<file path="src/rtl/alu_pkg.sv">
// Shared definitions for the registered ALU and its issue controller:
// ALU control codes, compact request opcodes and the issue FSM states.
package alu_pkg;

  localparam logic [3:0] ALU_NOP  = 4'b0000;
  localparam logic [3:0] ALU_ADD  = 4'b0001;
  localparam logic [3:0] ALU_SUB  = 4'b0010;
  localparam logic [3:0] ALU_AND  = 4'b0011;
  localparam logic [3:0] ALU_OR   = 4'b0100;
  localparam logic [3:0] ALU_XNOR = 4'b0101;
  localparam logic [3:0] ALU_SHL  = 4'b0110;
  localparam logic [3:0] ALU_SHR  = 4'b0111;

  localparam logic [2:0] OP_ADD  = 3'b000;
  localparam logic [2:0] OP_SUB  = 3'b001;
  localparam logic [2:0] OP_AND  = 3'b010;
  localparam logic [2:0] OP_OR   = 3'b011;
  localparam logic [2:0] OP_XNOR = 3'b100;
  localparam logic [2:0] OP_SHL  = 3'b101;
  localparam logic [2:0] OP_SHR  = 3'b110;
  localparam logic [2:0] OP_ILL  = 3'b111;

  typedef enum logic [1:0] {
    ST_IDLE  = 2'd0,
    ST_ISSUE = 2'd1,
    ST_WAIT  = 2'd2,
    ST_RESP  = 2'd3
  } issue_state_t;

endpackage

</file>
<file path="src/rtl/alu_op_decode.sv">
// Combinational decode of the 3-bit request opcode into the ALU control code.
// Opcode 111 is reported as illegal and maps to NOP.
module alu_op_decode
  import alu_pkg::*;
(
  input  logic [2:0] op,
  output logic [3:0] aluctrl,
  output logic       illegal
);

  always_comb begin
    aluctrl = ALU_NOP;
    illegal = 1'b0;
    case (op)
      OP_ADD:  aluctrl = ALU_ADD;
      OP_SUB:  aluctrl = ALU_SUB;
      OP_AND:  aluctrl = ALU_AND;
      OP_OR:   aluctrl = ALU_OR;
      OP_XNOR: aluctrl = ALU_XNOR;
      OP_SHL:  aluctrl = ALU_SHL;
      OP_SHR:  aluctrl = ALU_SHR;
      default: illegal = 1'b1;
    endcase
  end

endmodule

</file>
<file path="src/rtl/alu_issue_ctrl.sv">
// Request/response sequencer for the one-cycle-latency registered ALU.
// Define ALU_ISSUE_PERF_EN to add saturating perf_ops/perf_ovf counters.
module alu_issue_ctrl
  import alu_pkg::*;
#(
  parameter int DATA_WIDTH = 32
) (
  input  logic                  clk,
  input  logic                  rst,
  input  logic                  req_valid,
  output logic                  req_ready,
  input  logic [2:0]            req_op,
  input  logic [DATA_WIDTH-1:0] req_a,
  input  logic [DATA_WIDTH-1:0] req_b,
  output logic [DATA_WIDTH-1:0] alu_a,
  output logic [DATA_WIDTH-1:0] alu_b,
  output logic [3:0]            alu_ctrl,
  input  logic [DATA_WIDTH-1:0] alu_z,
  input  logic                  alu_ovf,
  output logic                  rsp_valid,
  input  logic                  rsp_ready,
  output logic [DATA_WIDTH-1:0] rsp_data,
  output logic                  rsp_ovf,
  output logic                  rsp_err
`ifdef ALU_ISSUE_PERF_EN
  ,
  output logic [15:0]           perf_ops,
  output logic [15:0]           perf_ovf
`endif
);

  issue_state_t state, state_nx;
  logic [3:0]   dec_ctrl;
  logic         dec_ill;
  logic         req_hs;
  logic         rsp_hs;

  alu_op_decode u_dec (
    .op      (req_op),
    .aluctrl (dec_ctrl),
    .illegal (dec_ill)
  );

  assign req_hs = (state == ST_IDLE) && req_valid && req_ready;
  assign rsp_hs = (state == ST_RESP) && rsp_valid && rsp_ready;

  always_comb begin
    state_nx = state;
    case (state)
      ST_IDLE:  if (req_hs) state_nx = dec_ill ? ST_RESP : ST_ISSUE;
      ST_ISSUE: state_nx = ST_WAIT;
      ST_WAIT:  state_nx = ST_RESP;
      ST_RESP:  if (rsp_hs) state_nx = ST_IDLE;
      default:  state_nx = ST_IDLE;
    endcase
  end

  // req_ready is registered, so it is derived from the next state.
  always_ff @(posedge clk or posedge rst) begin
    if (rst) begin
      state     <= ST_IDLE;
      req_ready <= 1'b1;
      alu_a     <= '0;
      alu_b     <= '0;
      alu_ctrl  <= ALU_NOP;
      rsp_valid <= 1'b0;
      rsp_data  <= '0;
      rsp_ovf   <= 1'b0;
      rsp_err   <= 1'b0;
    end else begin
      state     <= state_nx;
      req_ready <= (state_nx == ST_IDLE);
      case (state)
        ST_IDLE: begin
          if (req_hs) begin
            if (dec_ill) begin
              rsp_data  <= '0;
              rsp_ovf   <= 1'b0;
              rsp_err   <= 1'b1;
              rsp_valid <= 1'b1;
            end else begin
              alu_a    <= req_a;
              alu_b    <= req_b;
              alu_ctrl <= dec_ctrl;
            end
          end
        end
        ST_ISSUE: alu_ctrl <= ALU_NOP;
        ST_WAIT: begin
          rsp_data  <= alu_z;
          rsp_ovf   <= alu_ovf;
          rsp_err   <= 1'b0;
          rsp_valid <= 1'b1;
        end
        ST_RESP: if (rsp_hs) rsp_valid <= 1'b0;
        default: ;
      endcase
    end
  end

`ifdef ALU_ISSUE_PERF_EN
  function automatic logic [15:0] sat_inc(input logic [15:0] v);
    return (v == 16'hFFFF) ? v : v + 16'd1;
  endfunction

  always_ff @(posedge clk or posedge rst) begin
    if (rst) begin
      perf_ops <= '0;
      perf_ovf <= '0;
    end else if (rsp_hs) begin
      perf_ops <= sat_inc(perf_ops);
      if (rsp_ovf) perf_ovf <= sat_inc(perf_ovf);
    end
  end
`endif

endmodule

</file>
<file path="config.mk">
export PLATFORM = sky130hd
export DESIGN_NAME = alu_issue_ctrl
export DESIGN_NICKNAME = d
export VERILOG_FILES = /design/src/rtl/alu_pkg.sv /design/src/rtl/alu_op_decode.sv /design/src/rtl/alu_issue_ctrl.sv
export SDC_FILE = /design/constraint.sdc
export NUM_CORES = 1
export LEC_CHECK = 0
export ABC_AREA = 0
export BUFFER_PORTS_ARGS = -buffer_cell sky130_fd_sc_hd__buf_2
export CAP_MARGIN = 20
export CELL_PAD_IN_SITES_DETAIL_PLACEMENT = 0
export CELL_PAD_IN_SITES_GLOBAL_PLACEMENT = 1
export CORE_MARGIN = 2
export CORE_UTILIZATION = 33
export CTS_BUF_LIST = sky130_fd_sc_hd__clkbuf_4 sky130_fd_sc_hd__clkbuf_8 sky130_fd_sc_hd__clkbuf_16
export DETAILED_ROUTE_END_ITERATION = 16
export GPL_TIMING_DRIVEN = 0
export PLACE_DENSITY = 0.8
export SLEW_MARGIN = 20
export SYNTH_ARGS = -nofsm -noshare
export SYNTH_HDL_FRONTEND = slang
export SYNTH_SLANG_ARGS = --single-unit
</file>
<file path="constraint.sdc">
create_clock -name clk -period 2.8 [get_ports clk]
set_input_delay 0.14 -clock clk [delete_from_list [all_inputs] [get_ports clk]]
set_output_delay 0.14 -clock clk [all_outputs]
set_load 0.02 [all_outputs]
</file>
======== After elaboration in Yosys (flattened, before gate mapping) ========
Index checks and enable logic that the tools add are counted.
W data, S select, Z words.
operators by class
  equal/unequal tests ..................... 13
  mux-type cells .......................... 19
  reduce and logical (&&, ||, !) cells .... 15
operators with widths
  operator              count
  $mux W32              2
  $pmux W32 S2          1
  $pmux W3 S7           1
  $eq A3 B3 Y1 const B  3
  $reduce_and A3 Y1     3
  $mux W4               2
  $ne A2 B2 Y1 const B  4
  $pmux W2 S4           1
  $pmux W4 S2           1
  $reduce_or A7 Y1      1
  $eq A3 B2 Y1 const B  2
  $mux W2               3
  $mux W1               5
  $eq A2 B2 Y1 const B  2
  $logic_and A1 B1 Y1   4
  $logic_not A2 Y1      2
  $pmux W1 S2           2
  $reduce_and A4 Y1     1
  $reduce_bool A2 Y1    2
  $eq A3 B1 Y1 const B  1
  $logic_not A3 Y1      1
  $pmux W1 S3           1
  $reduce_bool A3 Y1    1
  $eq A2 B1 Y1 const B  1
word-level totals
  flip-flop bits (word level) ............. 106
  word-level logic and storage cells ...... 56

======== Logic depth before layout (Yosys ltp) ========
Gate-level depths: netlist of run 1.
  word-level depth ........................ 6
  depth in mapped cells ................... 6
  depth with buffers taken out ............ 3

======== Hierarchy ========
A second synthesis of run 1 with hierarchy kept.
second synthesis, totals
  cells, all modules ...................... 256
  area total of the unflattened synthesis .. 4006.3 um^2
modules (own cells, without submodules)
  module          times used  cells an instance  area an instance (um^2)  sequential area each (um^2)
  alu_issue_ctrl  1           249                3962.6                   2653.8
  alu_op_decode   1           7                  43.8                     0.0

======== Worst setup path after synthesis of run 1 ========
Ideal clock, no wire load.
  path kind ............................... reg-to-reg
  start point ............................. register req_ready
  end point ............................... register alu_a[0]
  library setup time ...................... 0.125 ns
  data arrival time ....................... 1.467 ns
  setup slack ............................. 1.208 ns
  stages on the path, launching flop included .. 6
  path through ............................ dfstp_2 and2_1 buf_4 nand3_4 buf_6 mux2_4
on the way
  longest elaborated chain between the ends .. 2
RTL lines
  item                         line                  text
  start: declaration           alu_issue_ctrl.sv:11  output logic req_ready,
  start signal: assignment     alu_issue_ctrl.sv:72  req_ready <= (state_nx == ST_IDLE);
  $logic_and A1 B1 Y1          alu_issue_ctrl.sv:44  assign req_hs = (state == ST_IDLE) && req_valid && req_ready;
  $reduce_and A3 Y1 (no line)  -
  end signal: assignment       alu_issue_ctrl.sv:82  alu_a <= req_a;
  end: declaration             alu_issue_ctrl.sv:15  output logic [DATA_WIDTH-1:0] alu_a,
No other way between the ends.
A chain may end at the register's enable or synchronous reset.

======== Final worst setup path of run 1 ========
  start point ............................. register req_ready
  end point ............................... register alu_b[17]
on the way
  longest elaborated chain between the ends .. 2
RTL lines
  item                         line                  text
  $logic_and A1 B1 Y1          alu_issue_ctrl.sv:44
  $reduce_and A3 Y1 (no line)  -
  end signal: assignment       alu_issue_ctrl.sv:83  alu_b <= req_b;
  end: declaration             alu_issue_ctrl.sv:16  output logic [DATA_WIDTH-1:0] alu_b,
No other way between the ends.

==> results_dict.tcl, run 1 <==
set metrics [dict create \
    worst_hold_startpoint "alu_z[0]" \
    core_um2 13700 \
    drtIter0Drc 95 \
    insertion_delay_ps 340 \
    cp-start-kind "register" \
    totalNegativeSetupSlack_ps 0 \
    fin_area_um2 6270 \
    post-route-min-period_ps 1670 \
    worstSetupPathType "register to register" \
    ys.flop_type "dfrtp_1" \
    drcViolationCount 0 \
    antenna_left 0 \
    grt_max_degree 31 \
    async_reset_ff_frac 1.00 \
    final-max-slew-violation-count 0 \
    overflow 0 \
    max-slew-margin-rel 0.520 \
    ys_top_cells_by_count "104 x dfrtp_1, 60 x mux2_4, 35 x nand2b_1" \
    clock-sinks 105 \
    tightest_slew_ps 719 \
    path_delay_family "flip-flops" \
    vias 3494 \
    dp_hpwl_um 8650 \
    drv_cap 0 \
    synth_edf_count 0 \
    clockBufferDepth 2 \
    area_delta_synth_final_pct 36.7 \
    wl_per_cell_um 15.6 \
    die_y_um 122 \
    layout-drive-gt1-share 0.562 \
    die_area_um2 14900 \
    syn_avg_cell_area_um2 14.0 \
    fmax_ghz 0.598 \
    antenna_found_initial 1 \
    cp_max_fo 10 \
    final_hold_viol_count 0 \
    path_clk_slew_ps 70 \
    p_leak_nw 3.29 \
    ys_seq_elements 105 \
    holdWs_ps 18.8 \
    grt_pass1_vias 3491 \
    htree_levels 3 \
    pwr_density_cell_nw_per_um2 1200 \
    hold_buffers 5 \
    rsz0062_at_grt "no" \
    grt_use_total 0.154 \
    yosys.area.top_type "dfrtp_1" \
    io-pin-count 208 \
    skew_ps 5.44 \
    grt_pass1_wl_um 17800 \
    postCtsSetupRepairBufs 0 \
    max_stage_delay_ps 540 \
    dpl_cell_area_um2 5910 \
    drt_pass1_iterations 4 \
    gp_congestion 0.742 \
    crit_buf_inv 2 \
    nNetsFinal 656 \
    cts_buffers 9 \
    yosysMostFrequentCell "dfrtp_1" \
    r2r_slack_ps 1130 \
    io_buffers 206 \
    synthTopCellsByArea "dfrtp_1 57%, mux2_4 20%, a22oi_1 5.4%" \
    seq_area_frac_synth 0.573 \
    cts_tree "done" \
    hold_path_class "input pin to register" \
    ys_types 39 \
    rows 43 \
    syn_inst 327 \
    synth_warnings 0 \
    initial_core_util 0.334 \
    wirelength_um 11500 \
    reg2reg_from "req_ready" \
    min_period_over_period 0.598 \
    peakVddDrop_uv 533 \
    cp_slowest_cell "dfstp_2" \
    cts-root-buf "clkbuf_16" \
    final-setup-viol-count 0 \
    crit_chain "and2_1 -> buf_4 -> nand3_4 -> buf_6 -> mux2_4" \
    syn-cell-area_um2 4590 \
    synth_nets 431 \
    die_x_um 122 \
    total_power_mw 7.54 \
    via_per_inst 4.73 \
    worst_setup_path_end_kind "register" \
    arrival_ps 1900 \
    status "finished, final reports clean" \
    post_cts_resized 0 \
    synth_top_area_frac 0.567 \
    cp-startpoint "req_ready" \
    critPathRequiredTime_ps 3030 \
]
-- routing by layer --
metal / routed length (µm) / part of all wire / up-vias / GRT usage
met5: 0 / 0 / - / 0
met4: 291 / 0.025 / 0 / 0.0704
met3: 753 / 0.065 / 18 / 0.0360
met1: 5030 / 0.44 / 1729 / 0.204
li1: - / - / 1618 / -
met2: 5470 / 0.47 / 129 / 0.239
-- final timing paths --
kind                               end  cells past startpoint
hold reg to reg               alu_b[7]                      1
hold / removal             rsp_data[0]                      3
min in group asynchronous    alu_b[27]                      3
setup reg to reg             alu_b[17]                      5
max in group asynchronous    alu_a[16]                      4
setup / recovery             alu_b[17]                      5
-- power by group --
part	internal [mW]	leakage [nW]	switching [mW]	total (mW)
Sequential	2.27	1.29	0.467	2.74
Combinational	1.57	1.86	1.97	3.54
Clock	0.705	0.134	0.556	1.26
-- registers in the layout, summed over array words and instances, names as in the netlist --
| name | flops |
|---|---|
| alu_a | 32 |
| req_ready | 1 |
| alu_b | 32 |
| state | 2 |
| rsp_data | 32 |
| rsp_err | 1 |
| alu_ctrl | 3 |
| rsp_valid | 1 |
| rsp_ovf | 1 |
-- metrics by stage --
| step | utilization | worst slack (ps) | std cells |
|---|---|---|---|
| final | 0.457 | 1130 | 738 |
| after CTS | 0.457 | 1090 | 737 |
| after floorplan | - | 1210 | 327 |
| after global placement | 0.426 | 728 | 713 |
| after detailed placement | 0.431 | 1100 | 716 |
| after global routing | 0.457 | 1040 | 737 |
-- tightest hold or removal path, stage by stage --
cell,delay [ps]
buf_2,80
a22oi_1,40
o21ai_0,70
-- cell usage in the layout, fill, tap and decap left out, drive strengths merged, types with 2 or more instances in the layout --
cell	n
dfrtp	104
nor2	2
mux2	64
nand3	4
nand2b	35
clkinvlp	5
buf	226
o21ai	33
nand2	5
dlygate4sd3	5
clkbuf	18
inv	2
a22oi	33
-- cells by family after synthesis --
family | after synthesis | share of synthesized area
xor+xnor | 1 | 0.00191
other cells | 1 | 0.000818
buf+inv | 28 | 0.0374
simple gates | 51 | 0.0709
flops | 105 | 0.573
mux | 64 | 0.206
compound gates | 77 | 0.110
-- final cells by class --
cell class                 instances  area, µm²
antenna                            1       2.50
buffer                            25        160
clock buffer                      10        233
clock inverter                     6       68.8
fill                            1265       7450
inverter                           3       15.0
multi-input combinational        194       1790
sequential                       105       2630
tap                              180        225
timing repair buffer             214       1150
(Power assumes the default switching activity.)
==> run 2: changes to the inputs <==
Clock period 2.8 ns to 1.41 ns, I/O delays scaled along.
==> run 2 against run 1 <==
The run now ends with setup timing left. Clock-buffer cell count is 2 higher. Critical path type unchanged. Fmax is 6.9% higher. Total power is 100% higher. Clock power is 93% higher. Global-route usage is 2.1 points higher. Combinational power is 110% higher. Wire length is 15% higher. Core utilization is 8.3 points higher. Worst setup slack worse by 1300 ps. Via count is 13% higher.
==> results_dict.tcl, run 2 (synthesized netlist as in run 1, its figures left out) <==
set metrics [dict create \
    status "finished, violations left" \
    violations "setup timing" \
    drt_pass1_iterations 4 \
    crit_top_cell "buf_12" \
    core_um2 13700 \
    layout-drive-gt1-share 0.497 \
    die_y_um 122 \
    die_x_um 122 \
    nNetsFinal 759 \
    layout_commonest_cell "buf_2" \
    endpoint "alu_a[2]" \
    antenna_found_initial 1 \
    final_cell_mix "206 x buf_2, 104 x dfrtp_1, 98 x dlygate4sd3_1" \
    wl_per_cell_um 15.8 \
    final-max-slew-violation-count 0 \
    max_stage_delay_ps 540 \
    rows 43 \
    drtIter0Drc 173 \
    p_switching_mw 6.11 \
    vias 3931 \
    final_hold_viol_count 0 \
    pwr-share-comb 0.486 \
    worst_setup_path_end_kind "register" \
    path_clk_slew_ps 70 \
    crit-reg2reg-capture "alu_a[2]" \
    area_delta_synth_final_pct 61.6 \
    cp-start-kind "register" \
    grt_pass1_vias 3944 \
    arrival_ps 1790 \
    final-setup-viol-count 64 \
    insertion_delay_ps 340 \
    clock-sinks 105 \
    p_leak_nw 3.80 \
    p_int_mw 9.27 \
    io-pin-count 208 \
    cts_buffers 9 \
    cts_tree "done" \
    post-route-min-period_ps 1570 \
    cts-root-buf "clkbuf_16" \
    skew_ps 7.31 \
    cp-startpoint "req_ready" \
    grt_max_degree 33 \
    grt_pass1_wl_um 20100 \
    p_clk_frac 0.158 \
    io_buffers 206 \
    swShare 0.397 \
    die_area_um2 14900 \
    htree_levels 3 \
    r2r_slack_ps -160 \
    p_seq_frac 0.356 \
    wirelength_um 13300 \
    antenna_left 0 \
    cp_slowest_cell "dfstp_2" \
    r2r_cells 5 \
    rsz0062_at_grt "yes" \
    drcViolationCount 0 \
    holdWs_ps 22.9 \
    dp_hpwl_um 8430 \
    min_period_over_period 1.11 \
    via_per_inst 4.67 \
    fmax_ghz 0.639 \
    hold_path_class "input pin to register" \
    totalNegativeSetupSlack_ps -8540 \
    gp_congestion 0.743 \
    pwr_density_cell_nw_per_um2 2080 \
    reg_top3 "alu_a: 32 flops, alu_b: 32 flops, rsp_data: 32 flops" \
    drv_cap 0 \
    initial_core_util 0.334 \
    nFillCells 1167 \
    peakVddDrop_uv 832 \
    crit_buf_inv 2 \
    clockBufferDepth 2 \
    worstSetupPathType "register to register" \
    grt_use_total 0.175 \
    overflow 0 \
    critPathRequiredTime_ps 1640 \
    crit_chain "and2_4 -> nand3_4 -> buf_12 -> buf_12 -> mux2_4" \
    reg2reg_from "req_ready" \
    cp_max_fo 10 \
    crit_cells 5 \
    fin_ws_ps -156 \
    path_delay_family "flip-flops" \
]
==> run 2: cell count changes in the layout (fill, tap and decap cells not counted), moves of 2 or more <==
| cell | delta |
|---|---|
| dlygate4sd3_1 | +93 |
| buf_12 | +7 |
| buf_2 | -7 |
| buf_4 | +7 |
| clkbuf_8 | +3 |
| clkinvlp_4 | -3 |
| buf_8 | +2 |
| clkbuf_1 | -2 |
| clkinv_2 | +2 |
==> run 2: per-layer routing <==
metal / track usage / routed length [µm]
met1: 0.215 / 5560
met3: 0.0379 / 721
met5: 0 / 0
met2: 0.294 / 6600
met4: 0.0783 / 395
==> run 2: worst reg2reg max path, cell delays in order (launching register included) <==
cell,delay [ps]
dfstp_2,540
and2_4,160
nand3_4,120
buf_12,180
buf_12,150
mux2_4,300
==> run 2: how the worst min path moves through the flow <==
stage | start | slack [ps] | depth (start not counted) | endpoint
after floorplan | alu_z[0] | 210 | 2 | rsp_data[0]
after global placement | alu_z[13] | 300 | 3 | rsp_data[13]
after detailed placement | rst | 130 | 2 | alu_a[19]
after CTS | rsp_ready | 7 | 3 | req_ready
after global routing | rsp_ready | 30 | 3 | req_ready
final | rsp_ready | 20 | 3 | req_ready
==> run 2: area by class of cell <==
cell class | count | area, µm² | area share
clock buffers | 12 | 267 | 0.0360
clock inverters | 4 | 26.3 | 0.00354
repair buffers | 319 | 2210 | 0.298
diodes | 1 | 2.50 | 0.000338
plain buffers | 23 | 234 | 0.0316
flip-flops and latches | 105 | 2630 | 0.355
inverters | 3 | 15.0 | 0.00203
well taps | 180 | 225 | 0.0304
multi-input cells | 194 | 1810 | 0.244
==> run 2: through the flow <==
stage	utilization	setup slack, ps	instance area (µm²)	total power, mW	std cells
floorplan	-	-182	4600	10.1	327
global placement	0.427	-556	5860	12.3	713
detailed placement	0.431	-287	5920	12.6	716
CTS	0.534	-161	7320	15.3	837
global route	0.540	-196	7410	16.3	841
finish	0.540	-156	7410	15.4	841
==> run 2: power groups by stage <==
stage	Combinational, mW	Sequential, mW	Clock, mW
after floorplan	2.95	7.18	0
after CTS	7.38	5.44	2.53
after global routing	8.01	5.64	2.65
after detailed placement	7.09	5.46	0
after global placement	6.93	5.39	0
final	7.48	5.47	2.43
==> run 2: what timing repair did <==
action	CTS	global route
hold endpoints to repair	115	0
setup endpoints to repair	96	100
buffers inserted	7	4
hold buffers	98	0
gates resized for setup	14	27
gates cloned	1	1
pin swaps	3	2
==> run 3: changes to the inputs <==
Settings changed: ABC_AREA 0 to 1, ABC_CLOCK_PERIOD_IN_PS set to 1410, CORE_MARGIN 2 to not set, CORE_UTILIZATION 33 to 30, PLACE_DENSITY 0.8 to 0.79.
==> run 3 against run 2 <==
The flow now finishes without violations. Sequential power down 8.8%. Fmax up 12%. Via count up 13%. Design area unchanged. Clock skew increased by 1.9 ps. Clock power barely moved. Largest power group unchanged. Highest routed layer unchanged.
==> results_dict.tcl, run 3 <==
set metrics [dict create \
    status "finished, final reports clean" \
    antenna_found_initial 0 \
    grt_pass1_wl_um 20700 \
    drv_cap 0 \
    dp_hpwl_um 8750 \
    syn-cell-area_um2 4320 \
    io-pin-count 208 \
    grt_pass1_vias 4349 \
    die_y_um 122 \
    arrival_ps 1640 \
    worst_setup_path_end_kind "register" \
    cts_tree "done" \
    skew_ps 9.24 \
    async_reset_ff_frac 1.00 \
    cp_max_fo 5 \
    final-max-slew-violation-count 0 \
    via_per_inst 4.47 \
    synth_nets 577 \
    synth_xor_area_frac 0 \
    wl_per_cell_um 13.7 \
    reg_top3 "alu_a: 32 flops, alu_b: 32 flops, rsp_data: 32 flops" \
    cp-start-kind "register" \
    drt_pass1_iterations 4 \
    yosys.area_share.adder 0 \
    gp_congestion 0.751 \
    layout-drive-gt1-share 0.407 \
    synth_mux_area_frac 0 \
    final_hold_viol_count 0 \
    area_delta_synth_final_pct 71.8 \
    p_leak_nw 4.10 \
    synthTopCellsByArea "dfrtp_1 60%, nand2_1 21%, nand3_1 6.0%" \
    htree_levels 3 \
    synth-simple-area-share 0.336 \
    antenna_left 0 \
    clock-sinks 105 \
    yosys.area.top_type "dfrtp_1" \
    peakVddDrop_uv 1080 \
    synth_edf_count 0 \
    total_power_mw 13.3 \
    hold_path_class "input pin to register" \
    wirelength_um 13600 \
    ys.flop_type "dfrtp_1" \
    syn_inst 473 \
    die_area_um2 14900 \
    nNetsFinal 914 \
    worstSetupPathType "register to register" \
    synth_top_family_by_area "simple AND/OR/NAND/NOR gates" \
    nFillCells 1260 \
    ys_top_cells_by_count "245 x nand2_1, 104 x dfrtp_1, 52 x nand3_1" \
    final-setup-viol-count 0 \
    drcViolationCount 0 \
    tightest_slew_ps 636 \
    die_x_um 122 \
    rsz0062_at_grt "yes" \
    io_buffers 206 \
    drtIter0Drc 160 \
    clockBufferDepth 2 \
    fmax_ghz 0.713 \
    min_period_over_period 0.994 \
    syn_avg_cell_area_um2 9.12 \
    overflow 0 \
    totalNegativeSetupSlack_ps 0 \
    final_cell_mix "217 x nand2_1, 212 x buf_2, 102 x dfrtp_1" \
    grt_max_degree 35 \
    vias 4448 \
    ys_seq_elements 105 \
    grt_use_total 0.178 \
    insertion_delay_ps 350 \
    initial_core_util 0.310 \
    seq_area_frac_synth 0.609 \
    layout_commonest_cell "nand2_1" \
    rows 43 \
    cts_buffers 9 \
    synth_warnings 0 \
    yosysMostFrequentCell "nand2_1" \
    critPathRequiredTime_ps 1650 \
    pwr_density_cell_nw_per_um2 1790 \
    path_clk_slew_ps 70 \
    synth_compound_area_frac 0.00406 \
    ys_types 21 \
    core_um2 13900 \
    synth_top_area_frac 0.603 \
    antenna_cells 0 \
    max-slew-margin-rel 0.576 \
    cts-root-buf "clkbuf_16" \
    post-route-min-period_ps 1400 \
]
-- run 3: cell types whose count changed in the layout (fill, tap and decap cells not counted), moves of 6 or more --
cell      delta
nand2_2     +21
mux2_4      -60
nand2_1    +212
a22oi_1     -32
nand2_4      +7
nand3_1     +45
nand2b_1    -35
nand3_2     +24
buf_2        +6
o21ai_0     -30
buf_8        +6
-- run 3: layer usage --
layer	track usage	share of wire
met2	0.297	0.48
met3	0.0473	0.070
met4	0.0764	0.021
met1	0.215	0.43
met5	0	0
-- run 3: stage by stage --
stage | hold slack (ps) | std cells | util | setup slack [ps] | cell area, µm²
after floorplan | 187 | 473 | - | 80.8 | 4320
after global placement | 272 | 859 | 0.400 | -638 | 5580
after detailed placement | 181 | 862 | 0.404 | -135 | 5640
after CTS | 19.6 | 977 | 0.499 | 8.87 | 6960
after global routing | 59.5 | 995 | 0.532 | -44.9 | 7410
final | 26.9 | 995 | 0.532 | 8.22 | 7410
-- run 3: worst paths after layout --
path	end	startpoint	slack [ps]	cells after the start
max	alu_b[3]	state[1]	8	8
min	alu_ctrl[0]	req_op[0]	30	4
max reg2reg	alu_b[3]	state[1]	8	8
min reg2reg	alu_a[21]	alu_a[21]	470	2
max in group asynchronous	req_ready	rst	250	5
min in group asynchronous	rsp_data[15]	rst	360	3
-- run 3: layout make-up --
type | instances | area, µm² | area share
Clock inverter | 4 | 26.3 | 0.00354
Clock buffer | 12 | 260 | 0.0351
Sequential cell | 105 | 2630 | 0.355
Tap cell | 180 | 225 | 0.0304
Buffer | 27 | 277 | 0.0373
Inverter | 9 | 42.5 | 0.00574
Multi-Input combinational cell | 332 | 1630 | 0.220
Timing Repair Buffer | 326 | 2320 | 0.312
-- run 3: logic make-up (layout without fill, tap and decap cells) --
kind of cell | Yosys count | after routing
compound gates | 3 | 3
other cells | 1 | 1
flops | 105 | 105
simple gates | 328 | 328
buf+inv | 36 | 378
-- run 3: power by group --
group / switching (mW) / leakage, nW / total (mW) / internal (mW)
Sequential: 0.741 / 1.35 / 4.99 / 4.25
Combinational: 3.62 / 2.60 / 5.83 / 2.21
Clock: 1.12 / 0.142 / 2.43 / 1.32
-- run 3: worst max-delay path, stage by stage, from the launching register on --
cell and delay [ps]:
dfrtp_2 450, nor2_4 170, nand3_4 100, clkinv_4 90
nand2_8 60, buf_8 150, clkbuf_16 160, nand2_2 50
nand2_1 50
-- run 3: what timing repair did --
item,CTS,global route
hold buffers,98,0
pin swaps,0,13
buffers inserted,1,12
endpoints found under the setup margin,89,87
gates cloned,0,6
gates resized for setup,13,75
hold endpoints to repair,121,0
